--- config.mk ---
export PLATFORM = sky130hd
export DESIGN_NAME = spi_reg_master
export DESIGN_NICKNAME = d
export VERILOG_FILES = /design/src/rtl/spi_reg_pkg.sv /design/src/rtl/spi_reg_tick.sv /design/src/rtl/spi_reg_master.sv
export SDC_FILE = /design/constraint.sdc
export NUM_CORES = 1
export LEC_CHECK = 0
export CORE_MARGIN = 3
export CORE_UTILIZATION = 53
export CTS_CLUSTER_DIAMETER = 200
export CTS_CLUSTER_SIZE = 16
export DETAILED_ROUTE_END_ITERATION = 7
export GPL_TIMING_DRIVEN = 1
export PLACE_DENSITY = 0.79
export SYNTH_ARGS = -nofsm -noshare
export SYNTH_HDL_FRONTEND = slang
export SYNTH_HIERARCHICAL = 1
export SYNTH_SLANG_ARGS = --single-unit
--- constraint.sdc ---
create_clock -name clk -period 2.9 [get_ports clk]
set_input_delay 0.29 -clock clk [delete_from_list [all_inputs] [get_ports clk]]
set_output_delay 0.29 -clock clk [all_outputs]
set_load 0.05 [all_outputs]
--- src/rtl/spi_reg_pkg.sv ---
// Shared types and constants for the register-access SPI master.
// Holds the FSM state encoding, command-byte layout and frame length.
package spi_reg_pkg;

  typedef enum logic [2:0] {
    IDLE,
    SETUP,
    SHIFT,
    HOLD,
    GAP
  } state_t;

  localparam int CMD_RW_BIT = 7;
  localparam int FRAME_BITS = 16;

endpackage

--- src/rtl/spi_reg_tick.sv ---
// Half-period divider: pulses tick on the last clk of each SPI phase.
// Ports: clk, rst (async high), clr (hold at zero), tick (phase end).
module spi_reg_tick
  import spi_reg_pkg::*;
#(
  parameter int CLK_DIV = 4
) (
  input  logic clk,
  input  logic rst,
  input  logic clr,
  output logic tick
);

  localparam logic [7:0] LAST = 8'(CLK_DIV - 1);

  logic [7:0] cnt;

  assign tick = !clr && (cnt == LAST);

  always_ff @(posedge clk or posedge rst) begin
    if (rst) begin
      cnt <= '0;
    end else if (clr || tick) begin
      cnt <= '0;
    end else begin
      cnt <= cnt + 8'd1;
    end
  end

endmodule

--- src/rtl/spi_reg_master.sv ---
// Register SPI master: 16-bit {cmd, data} frames, mode 0, MSB first.
// Ports: clk, rst, start/rw/addr/wdata in, busy/done/rdata out,
// spi_cs/spi_clk/spi_mosi out, spi_miso in.
// Macro SPI_REG_MASTER_READ_EN enables the read path; without it
// every frame is a write and rdata is tied to zero.
module spi_reg_master
  import spi_reg_pkg::*;
#(
  parameter int CLK_DIV = 4,
  parameter int ADDR_W  = 5
) (
  input  logic              clk,
  input  logic              rst,
  input  logic              start,
  input  logic              rw,
  input  logic [ADDR_W-1:0] addr,
  input  logic [7:0]        wdata,
  output logic              busy,
  output logic              done,
  output logic [7:0]        rdata,
  output logic              spi_cs,
  output logic              spi_clk,
  output logic              spi_mosi,
  input  logic              spi_miso
);

  localparam logic [4:0] LAST_BIT = 5'(FRAME_BITS - 1);

  state_t      state, state_n;
  logic [15:0] sh, sh_n;
  logic [4:0]  bitcnt, bit_n;
  logic        sclk_n, cs_n, busy_n, done_n;
  logic        load, sample, tick, rw_eff;
  logic [7:0]  cmd;

`ifdef SPI_REG_MASTER_READ_EN
  assign rw_eff = rw;
`else
  logic unused_in;
  assign rw_eff    = 1'b1;
  assign unused_in = ^{rw, spi_miso};
`endif

  spi_reg_tick #(
    .CLK_DIV(CLK_DIV)
  ) u_tick (
    .clk (clk),
    .rst (rst),
    .clr (state == IDLE),
    .tick(tick)
  );

  always_comb begin
    cmd             = '0;
    cmd[ADDR_W-1:0] = addr;
    cmd[CMD_RW_BIT] = rw_eff;
  end

  assign spi_mosi = sh[15];

  always_comb begin
    state_n = state;
    sh_n    = sh;
    bit_n   = bitcnt;
    sclk_n  = spi_clk;
    cs_n    = spi_cs;
    busy_n  = busy;
    done_n  = 1'b0;
    load    = 1'b0;
    sample  = 1'b0;
    unique case (state)
      IDLE: load = start;
      SETUP: begin
        if (tick) begin
          state_n = SHIFT;
          sclk_n  = 1'b1;
          bit_n   = '0;
          sample  = 1'b1;
        end
      end
      SHIFT: begin
        if (tick) begin
          if (spi_clk) begin
            sclk_n = 1'b0;
            sh_n   = {sh[14:0], 1'b0};
          end else if (bitcnt == LAST_BIT) begin
            state_n = HOLD;
          end else begin
            bit_n  = bitcnt + 5'd1;
            sclk_n = 1'b1;
            sample = 1'b1;
          end
        end
      end
      HOLD: begin
        if (tick) begin
          state_n = GAP;
          cs_n    = 1'b1;
        end
      end
      GAP: begin
        if (tick) begin
          done_n = 1'b1;
          // A start waiting at the end of GAP chains the next
          // frame, so deselect lasts exactly one GAP.
          if (start) begin
            load = 1'b1;
          end else begin
            state_n = IDLE;
            busy_n  = 1'b0;
          end
        end
      end
      default: state_n = IDLE;
    endcase
    if (load) begin
      state_n = SETUP;
      sh_n    = {cmd, rw_eff ? wdata : 8'h00};
      bit_n   = '0;
      sclk_n  = 1'b0;
      cs_n    = 1'b0;
      busy_n  = 1'b1;
    end
  end

  always_ff @(posedge clk or posedge rst) begin
    if (rst) begin
      state   <= IDLE;
      sh      <= '0;
      bitcnt  <= '0;
      spi_clk <= 1'b0;
      spi_cs  <= 1'b1;
      busy    <= 1'b0;
      done    <= 1'b0;
    end else begin
      state   <= state_n;
      sh      <= sh_n;
      bitcnt  <= bit_n;
      spi_clk <= sclk_n;
      spi_cs  <= cs_n;
      busy    <= busy_n;
      done    <= done_n;
    end
  end

`ifdef SPI_REG_MASTER_READ_EN
  logic       rw_q;
  logic [7:0] rx;

  always_ff @(posedge clk or posedge rst) begin
    if (rst) begin
      rw_q  <= 1'b0;
      rx    <= '0;
      rdata <= '0;
    end else begin
      if (load) rw_q <= rw;
      if (sample) rx <= {rx[6:0], spi_miso};
      if (done_n && !rw_q) rdata <= rx;
    end
  end
`else
  assign rdata = 8'h00;
`endif

endmodule

==> metrics.txt, run 1 <==
outcome completed; CTS tree done; sequential area share after synthesis 46.3%; number of violations reported at the end of detailed-routing iteration 0 85; final count of hold timing violations 0; Static Leakage 0.953 nW; TNS Setup 0 ns; IR Drop Worst-Case VDD 624 µV; met1 usage in global routing 24.1%; post-layout instance area 2240 µm²; clock slew seen by the registers of the worst setup and hold paths 0.06 ns; peak fanout along the critical path 23; most used routing layer met2; met3 demand-to-capacity share in global routing 4.38%; count of port buffers added during placement 20; Area Overhead vs Synth 14.8%; Simple-Gate Fraction of Synth Area 24.5%; Vias 1461; number of library cell types mapped by synthesis 43; most frequently used flop master after synthesis sky130_fd_sc_hd__dfrtp_1; fraction of synthesized area in multiplexers 3.15%; WS Path Type reg -> reg; final clock skew 0.00727 ns; floorplan die area 4440 µm²; Synth async-reset ratio 100%; top library cells by usage in the layout, fill and taps aside 35 x sky130_fd_sc_hd__dfrtp_1, 32 x sky130_fd_sc_hd__nand2_1, 27 x sky130_fd_sc_hd__nor2_1; starting density of the core 56.6%; period utilisation layout 90.0%; cell types occupying the most area after synthesis sky130_fd_sc_hd__dfrtp_1 45%, sky130_fd_sc_hd__nand2_1 6.2%, sky130_fd_sc_hd__nor2_1 5.2%; Rel. slew slack 57.5%; total count of max-transition violations in the final report 0; count of hold buffers inserted by post-cts repair 0; core region area 3440 µm²; buffer depth of the longest clock path 2; placed instance area 2150 µm²; largest net degree at the start of global routing 29; Routed Wire Length 3490 µm; cell taking the most area after synthesis sky130_fd_sc_hd__dfrtp_1; Mapped Cells 207; most common cell after layout, fill and taps aside sky130_fd_sc_hd__dfrtp_1; Required @ worst endpoint 3.06 ns; global-route met2 utilization 26.5%; fmax 383 MHz; count of inserted antenna diode cells 0; Seq cells post-synth 36; synthesis warning total 6; RR Startpoint u_tick/cnt[2]; clk sink count 36; Setup-failing EPs final 0; Post-Synthesis Cell Area 1950 µm²; grt total ovfl 0; critical path capture point type register; half-perimeter wire length of the detailed placement result 2380 µm; total iterations of the first detailed-routing run 4; routability congestion estimate 0.777; type of the tightest min-delay check in -> async; number of CTS-inserted buffers 5; DRC violation count after routing 0; worst path arrival time 2.77 ns; first-pass GRT wire length 5920 µm; CTS H-tree depth 2; number of global-route vias before repair 1298; synthesized-area fraction occupied by adder cells 1.93%; fin nets 249; area share of the leading cell type in the synthesized netlist 45.0%; total chip power 0.00202 W; vias per inst 5.31; actual transition at the worst max-transition pin 0.638 ns; number of top-level pins 31; average size of a mapped cell 9.41 µm²; total of max-cap violations 0; antenna violation net count after detailed routing 0; synthesized-area fraction occupied by xor and xnor cells 1.80%; reg2reg end sh[0]; total of cells resized after clock tree synthesis 0; startpoint type of the worst setup path register; Avg WL per Cell 12.7 µm; placement row count 21; clock latency on the worst-skew pair 0.29 ns; unrepaired setup endpoints after global routing no; dominant combinational cell family by area after synthesis simple AND/OR/NAND/NOR gates; overall die width 66.6 µm; fraction of final layout cells sized beyond drive strength 1 10.9%; vertical die dimension 66.6 µm; synthesized-area fraction occupied by ao, oa, aoi and oai cells 14.6%; Setup Fix Bufs, Post-CTS 0; clock tree root buffer cell sky130_fd_sc_hd__clkbuf_8; number of flops mapped to enable cells by yosys 0; antenna violations before repair 0; cells on worst reg2reg path 7; global-route total usage across every layer 17.7%; P per Cell Area 905 nW/µm²; minimum clock period 2.61 ns; setup slack on the worst flop-to-flop path 0.29 ns
==> stage by stage <==
step | utilization [%] | hold slack (ns) | instances | setup slack (ns)
after floorplan | - | 0.106 | 214 | 0.880
after global placement | 62.3 | 0.486 | 267 | 0.340
after detailed placement | 62.3 | 0.489 | 267 | 0.306
after CTS | 65.0 | 0.288 | 275 | 0.292
after global routing | 65.0 | 0.308 | 275 | 0.0430
final | 65.0 | 0.275 | 275 | 0.291
==> worst max-delay path, cell delays in order (launching register included) <==
cell and delay, ns:
sky130_fd_sc_hd__dfrtp_1 0.45, sky130_fd_sc_hd__nor4_1 0.39, sky130_fd_sc_hd__nand3_1 0.12, sky130_fd_sc_hd__nor2_1 0.37, sky130_fd_sc_hd__nand3b_1 0.29, sky130_fd_sc_hd__a31oi_4 0.59
sky130_fd_sc_hd__nor2b_1 0.22, sky130_fd_sc_hd__nor3_1 0.06
==> state kept, by name (all words and copies together), names as in the netlist <==
| name | flops |
|---|---|
| bitcnt | 5 |
| busy | 1 |
| done | 1 |
| sh | 16 |
| spi_clk | 1 |
| spi_cs | 1 |
| state | 3 |
| u_tick/cnt | 8 |
==> synth_stat cells, types with 2 or more instances <==
master	count
sky130_fd_sc_hd__a21oi_1	5
sky130_fd_sc_hd__buf_2	6
sky130_fd_sc_hd__nand2_1	32
sky130_fd_sc_hd__mux2i_1	5
sky130_fd_sc_hd__and3_1	2
sky130_fd_sc_hd__inv_1	8
sky130_fd_sc_hd__nor2_1	27
sky130_fd_sc_hd__o2bb2ai_1	2
sky130_fd_sc_hd__o21ai_0	5
sky130_fd_sc_hd__xor2_1	3
sky130_fd_sc_hd__dfrtp_1	35
sky130_fd_sc_hd__or3_1	3
sky130_fd_sc_hd__a31oi_2	5
sky130_fd_sc_hd__a31oi_1	7
sky130_fd_sc_hd__o32ai_1	2
sky130_fd_sc_hd__ha_1	3
sky130_fd_sc_hd__nand2b_1	3
sky130_fd_sc_hd__buf_4	10
sky130_fd_sc_hd__nor2b_1	7
sky130_fd_sc_hd__nor3_1	2
sky130_fd_sc_hd__nand3b_1	3
sky130_fd_sc_hd__nand3_1	11
==> final cells by class <==
cell class,count,area [µm²]
fillers,283,1210
multi-input cells,153,926
flip-flops and latches,36,902
repair buffers,24,230
clock buffers,8,90.1
well taps,46,57.6
inverters,8,30.0
==> worst max path at each step <==
stage,startpoint,to,slack [ns],cells past startpoint
global route,u_tick/cnt[2],sh[0],0.04,7
floorplan,u_tick/cnt[2],sh[3],0.88,9
global placement,u_tick/cnt[2],sh[0],0.34,7
finish,u_tick/cnt[2],sh[0],0.29,7
detailed placement,u_tick/cnt[2],sh[0],0.31,7
CTS,u_tick/cnt[2],sh[0],0.29,7
==> layer usage <==
metal  part of all wire, %  vias up  routed length, µm
li1                      -      733                  -
met1                    49      684               1710
met2                    45       38               1560
met3                   5.0        6                174
met4                   1.6        0                 56
met5                     0        -                  0
==> power by group <==
part           internal [W]  switching [W]
logic              0.000331       0.000485
registers          0.000683       0.000161
clock network      0.000194       0.000170
total               0.00121       0.000816
==> cells by family after synthesis <==
group	Yosys count
simple gates	97
flops	36
compound gates	35
buf+inv	25
mux	6
xor+xnor	4
fa+ha+maj	3
other cells	1
Note: power is estimated with default switching activity, not from simulation.
==> run 2: changes to the inputs <==
Settings changed: SYNTH_HIERARCHICAL 1 to unset.
==> metrics.txt, run 2 <==
outcome completed; clk sink count 36; Seq cells post-synth 36; Avg WL per Cell 14.6 µm; Post-Synthesis Cell Area 1900 µm²; most flop-heavy register sh; half-perimeter wire length of the detailed placement result 2570 µm; total of max-cap violations 0; Vias 1381; clock tree root buffer cell sky130_fd_sc_hd__clkbuf_4; actual transition at the worst max-transition pin 0.890 ns; grt total ovfl 0; minimum clock period 2.41 ns; number of violations reported at the end of detailed-routing iteration 0 94; fin nets 222; fraction of synthesized area in multiplexers 12.7%; total count of max-transition violations in the final report 0; floorplan die area 4340 µm²; dominant combinational cell family by area after synthesis simple AND/OR/NAND/NOR gates; number of top-level pins 31; Mapped Cells 181; antenna violation net count after detailed routing 0; first-pass GRT wire length 5930 µm; reg2reg end sh[4]; Rel. slew slack 40.1%; most common cell after layout, fill and taps aside sky130_fd_sc_hd__dfrtp_1; number of CTS-inserted buffers 5; sequential area share after synthesis 47.5%; global-route total usage across every layer 18.1%; switching power total 0.000731 W; Sw Share 38.6%; largest net degree at the start of global routing 37; clock slew seen by the registers of the worst setup and hold paths 0.12 ns; period utilisation layout 83.1%; total of cells resized after clock tree synthesis 0; Static Leakage 1.04 nW; vias per inst 5.57; buffer depth of the longest clock path 2; most frequent cell after synthesis sky130_fd_sc_hd__dfrtp_1; top cells by instance count after synthesis 35 x sky130_fd_sc_hd__dfrtp_1, 14 x sky130_fd_sc_hd__nor2_1, 12 x sky130_fd_sc_hd__mux2_2; area share of the leading cell type in the synthesized netlist 46.1%; number of library cell types mapped by synthesis 44; CTS tree done; final count of hold timing violations 0; cells on worst reg2reg path 5; fraction of power consumed by combinational cells 36.1%; synthesized-area fraction occupied by adder cells 1.98%; CTS H-tree depth 2; number of flip-flops under the largest register name 16; average size of a mapped cell 10.5 µm²; P per Cell Area 872 nW/µm²; synthesis warning total 0; synthesized-area fraction occupied by ao, oa, aoi and oai cells 9.69%; starting density of the core 56.0%; placement row count 21; Setup Fix Bufs, Post-CTS 0; overall die width 65.8 µm; WS Path Type reg -> reg; antenna violations before repair 0; clock share of power 19.0%; worst slack at placement 0.500 ns; setup slack of the critical path after layout 0.489 ns; sequential group share of total power 44.8%; total iterations of the first detailed-routing run 4; cell types occupying the most area after synthesis sky130_fd_sc_hd__dfrtp_1 46%, sky130_fd_sc_hd__mux2_2 7.1%, sky130_fd_sc_hd__mux2i_1 4.7%; RR Startpoint u_tick.cnt[0]; startpoint type of the worst setup path register; number of flops mapped to enable cells by yosys 0; core region area 3390 µm²; Area Overhead vs Synth 14.4%; Required @ worst endpoint 3.15 ns; number of global-route vias before repair 1296; fmax 415 MHz; internal power contribution 0.00116 W; worst path arrival time 2.67 ns; vertical die dimension 65.8 µm; DRC violation count after routing 0; final clock skew 0.0128 ns; Simple-Gate Fraction of Synth Area 17.6%; total chip power 0.00189 W; peak fanout along the critical path 15; post-layout util 64.1%; TNS Setup 0 ns; top library cells by usage in the layout, fill and taps aside 35 x sky130_fd_sc_hd__dfrtp_1, 20 x sky130_fd_sc_hd__clkdlybuf4s50_1, 14 x sky130_fd_sc_hd__nor2_1; count of port buffers added during placement 20; most frequently used flop master after synthesis sky130_fd_sc_hd__dfrtp_1; unrepaired setup endpoints after global routing no; Synth async-reset ratio 100%; IR Drop Worst-Case VDD 411 µV; clock latency on the worst-skew pair 0.36 ns; synthesized-area fraction occupied by xor and xnor cells 3.23%; Routed Wire Length 3630 µm; critical path capture point type register; count of inserted antenna diode cells 0; worst hold slack 0.319 ns; routability congestion estimate 0.871; fraction of final layout cells sized beyond drive strength 1 13.4%; count of hold buffers inserted by post-cts repair 0; registers with the most flip-flops sh x16, u_tick.cnt x8, bitcnt x5; setup slack on the worst flop-to-flop path 0.49 ns; Setup-failing EPs final 0; cell taking the most area after synthesis sky130_fd_sc_hd__dfrtp_1; type of the tightest min-delay check in -> async
==> run 2: cell count changes in the layout (fill, tap and decap cells not counted), moves of 6 or more <==
cell and change:
sky130_fd_sc_hd__clkbuf_8 -6, sky130_fd_sc_hd__nand2_1 -27, sky130_fd_sc_hd__nor3_1 +6, sky130_fd_sc_hd__nor2_1 -13, sky130_fd_sc_hd__mux2_2 +12
==> run 2: worst max path at each step <==
stage	to	cells after the start	slack [ns]	start
2_1_floorplan	bitcnt[2]	7	0.85	bitcnt[0]
3_3_place_gp	sh[3]	5	0.58	u_tick.cnt[0]
3_5_place_dp	sh[4]	5	0.50	u_tick.cnt[0]
4_1_cts	sh[4]	5	0.48	u_tick.cnt[0]
5_1_grt	sh[3]	5	0.33	u_tick.cnt[0]
6_report	sh[4]	5	0.49	u_tick.cnt[0]
==> run 2: power by group through the flow <==
stage                     logic [W]  clock network [W]  registers (W)
after global routing       0.000750           0.000384       0.000876
final                      0.000684           0.000360       0.000849
after global placement     0.000654                  0       0.000833
after detailed placement   0.000683                  0       0.000858
after CTS                  0.000691           0.000365       0.000846
after floorplan            0.000514                  0       0.000858
==> run 2: final cells by class <==
| cell class | count | area [µm²] |
|---|---|---|
| well taps | 46 | 57.6 |
| fillers | 276 | 1220 |
| flip-flops and latches | 36 | 902 |
| multi-input cells | 127 | 887 |
| clock inverters | 2 | 35.0 |
| clock buffers | 6 | 41.3 |
| inverters | 9 | 33.8 |
| repair buffers | 22 | 215 |
==> run 2: worst max-delay path, stage by stage (launching register included) <==
cell and delay (ns):
sky130_fd_sc_hd__dfrtp_1 0.44, sky130_fd_sc_hd__ha_1 0.28, sky130_fd_sc_hd__nor3b_2 0.22, sky130_fd_sc_hd__a21oi_2 0.44, sky130_fd_sc_hd__or2_1 0.54, sky130_fd_sc_hd__mux2_2 0.40
==> run 2: logic make-up after synthesis <==
family / Yosys count
other: 1
multiplexers: 22
adder cells (fa/ha/maj): 3
flip-flops: 36
XOR/XNOR: 7
AO/OA/AOI/OAI: 28
AND/OR/NAND/NOR: 59
buffers and inverters: 25
==> run 2: stage by stage <==
stage,cell area [µm²],instances
after floorplan,1920,188
after global placement,2100,240
after detailed placement,2100,240
after CTS,2170,248
after global routing,2170,248
final,2170,248
==> run 2: per-layer routing <==
metal	wire length [µm]	up-vias	track usage, %
met2	1890	23	29.9
met5	0	-	0
met1	1550	685	21.5
met3	138	6	5.95
met4	56	0	7.51
li1	-	667	-
==> run 3: changes to the inputs <==
Settings changed: CORE_UTILIZATION 53 to 48, PLACE_DENSITY 0.79 to 0.76.
Clock period 2.9 ns to 2.1 ns, I/O delays scaled along.
==> metrics.txt, run 3 (synthesis results as in run 2) <==
grt total ovfl 0; starting density of the core 50.7%; CTS H-tree depth 2; floorplan die area 4750 µm²; vias per inst 5.57; switching power total 0.00109 W; period utilisation layout 98.7%; Static Leakage 1.13 nW; Area Overhead vs Synth 24.3%; routability congestion estimate 0.860; clock latency on the worst-skew pair 0.29 ns; final count of hold timing violations 0; most flop-heavy register sh; final cell count without fillers 265; placement row count 22; Rel. slew slack 39.0%; Avg WL per Cell 15.2 µm; clock tree root buffer cell sky130_fd_sc_hd__clkbuf_8; WS Path Type reg -> reg; count of inserted antenna diode cells 0; final clock skew 0.00414 ns; Setup-failing EPs final 0; P per Cell Area 1230 nW/µm²; setup slack of the critical path after layout 0.0273 ns; worst hold slack 0.322 ns; sequential group share of total power 38.6%; actual transition at the worst max-transition pin 0.907 ns; registers with the most flip-flops sh x16, u_tick.cnt x8, bitcnt x5; fraction of final layout cells sized beyond drive strength 1 22.6%; fraction of power consumed by combinational cells 40.5%; most common cell after layout, fill and taps aside sky130_fd_sc_hd__dfrtp_1; antenna violation net count after detailed routing 0; placed cell count 256; IR Drop Worst-Case VDD 1180 µV; total count of max-transition violations in the final report 0; DRC violation count after routing 0; clock slew seen by the registers of the worst setup and hold paths 0.07 ns; buffer depth of the longest clock path 2; number of violations reported at the end of detailed-routing iteration 0 112; number of flip-flops under the largest register name 16; overall die width 68.9 µm; vertical die dimension 68.9 µm; startpoint type of the worst setup path register; Vias 1477; number of filler instances in the final layout 319; half-perimeter wire length of the detailed placement result 2710 µm; number of CTS-inserted buffers 5; global-route total usage across every layer 18.2%; peak fanout along the critical path 5; worst path arrival time 2.25 ns; minimum clock period 2.07 ns; critical path capture point type register; worst slack at placement -0.0344 ns; first-pass GRT wire length 6470 µm; clk sink count 36; top library cells by usage in the layout, fill and taps aside 35 x sky130_fd_sc_hd__dfrtp_1, 20 x sky130_fd_sc_hd__clkdlybuf4s50_1, 17 x sky130_fd_sc_hd__buf_4; outcome completed; internal power contribution 0.00182 W; number of top-level pins 31; total iterations of the first detailed-routing run 5; number of global-route vias before repair 1396; clock share of power 20.9%; Sw Share 37.5%; Required @ worst endpoint 2.27 ns; core region area 3740 µm²; type of the tightest min-delay check in -> async; fmax 482 MHz; largest net degree at the start of global routing 37; CTS tree done; total of max-cap violations 0; count of port buffers added during placement 20; fin nets 237; antenna violations before repair 0; Routed Wire Length 4040 µm
[run 3: changes by cell type in the layout (fill, tap and decap cells not counted), sizes merged]
cell	delta
buf	+15
clkbuf	-1
clkinvlp	+1
[run 3: worst paths after layout]
kind | start | endpoint | slack [ns] | cells after the start
worst max-delay path | bitcnt[0] | bitcnt[2] | 0.03 | 7
worst min-delay path | rst | busy | 0.32 | 3
worst max register to register | bitcnt[0] | bitcnt[2] | 0.03 | 7
worst min register to register | bitcnt[4] | bitcnt[4] | 0.51 | 1
max in group asynchronous | rst | spi_cs | 1.43 | 3
min in group clk | wdata[0] | sh[0] | 0.49 | 3
[run 3: layout make-up]
| cell class | count | area [µm²] | area share (%) |
|---|---|---|---|
| Multi-Input combinational cell | 127 | 925 | 39.2 |
| Sequential cell | 36 | 902 | 38.2 |
| Timing Repair Buffer | 37 | 328 | 13.9 |
| Clock buffer | 5 | 68.8 | 2.92 |
| Tap cell | 48 | 60.1 | 2.55 |
| Clock inverter | 3 | 42.5 | 1.80 |
| Inverter | 9 | 33.8 | 1.43 |
[run 3: layer usage]
metal,vias up,part of all wire (%),GRT usage [%]
met3,12,4.3,6.00
met2,46,49,29.4
li1,696,-,-
met4,0,2.0,3.41
met5,-,0,0
met1,723,45,24.1
[run 3: through the flow]
stage | area [µm²] | setup TNS (ns) | power [W] | utilization [%]
2_1_floorplan | 1920 | 0 | 0.00189 | -
3_3_place_gp | 2200 | 0 | 0.00215 | 58.9
3_5_place_dp | 2200 | -0.0344 | 0.00222 | 58.9
4_1_cts | 2330 | 0 | 0.00286 | 62.2
5_1_grt | 2360 | -0.0209 | 0.00309 | 63.0
6_report | 2360 | 0 | 0.00291 | 63.0
[run 3: worst max-delay path, cell delays in order, from the launching register on]
cell	delay, ns
sky130_fd_sc_hd__dfrtp_1	0.38
sky130_fd_sc_hd__ha_1	0.21
sky130_fd_sc_hd__and3_1	0.19
sky130_fd_sc_hd__ha_2	0.19
sky130_fd_sc_hd__nor4b_2	0.32
sky130_fd_sc_hd__or3_4	0.20
sky130_fd_sc_hd__a31oi_4	0.11
sky130_fd_sc_hd__a221o_1	0.36
[run 3: power groups by stage]
stage          Combinational [W]  Sequential, W  Clock (W)
2_1_floorplan           0.000710        0.00118          0
3_3_place_gp             0.00106        0.00110          0
3_5_place_dp             0.00110        0.00113          0
5_1_grt                  0.00129        0.00115   0.000653
6_report                 0.00118        0.00112   0.000606
4_1_cts                  0.00113        0.00112   0.000619
[run 3: repair_timing]
action                                  in CTS  in global routing
endpoints found under the setup margin       4                  9
resized for setup                            2                  5
hold endpoints to repair                     0                  0
buffers inserted                             0                  1
hold buffers                                 0                  0
pin swaps                                    0                  2
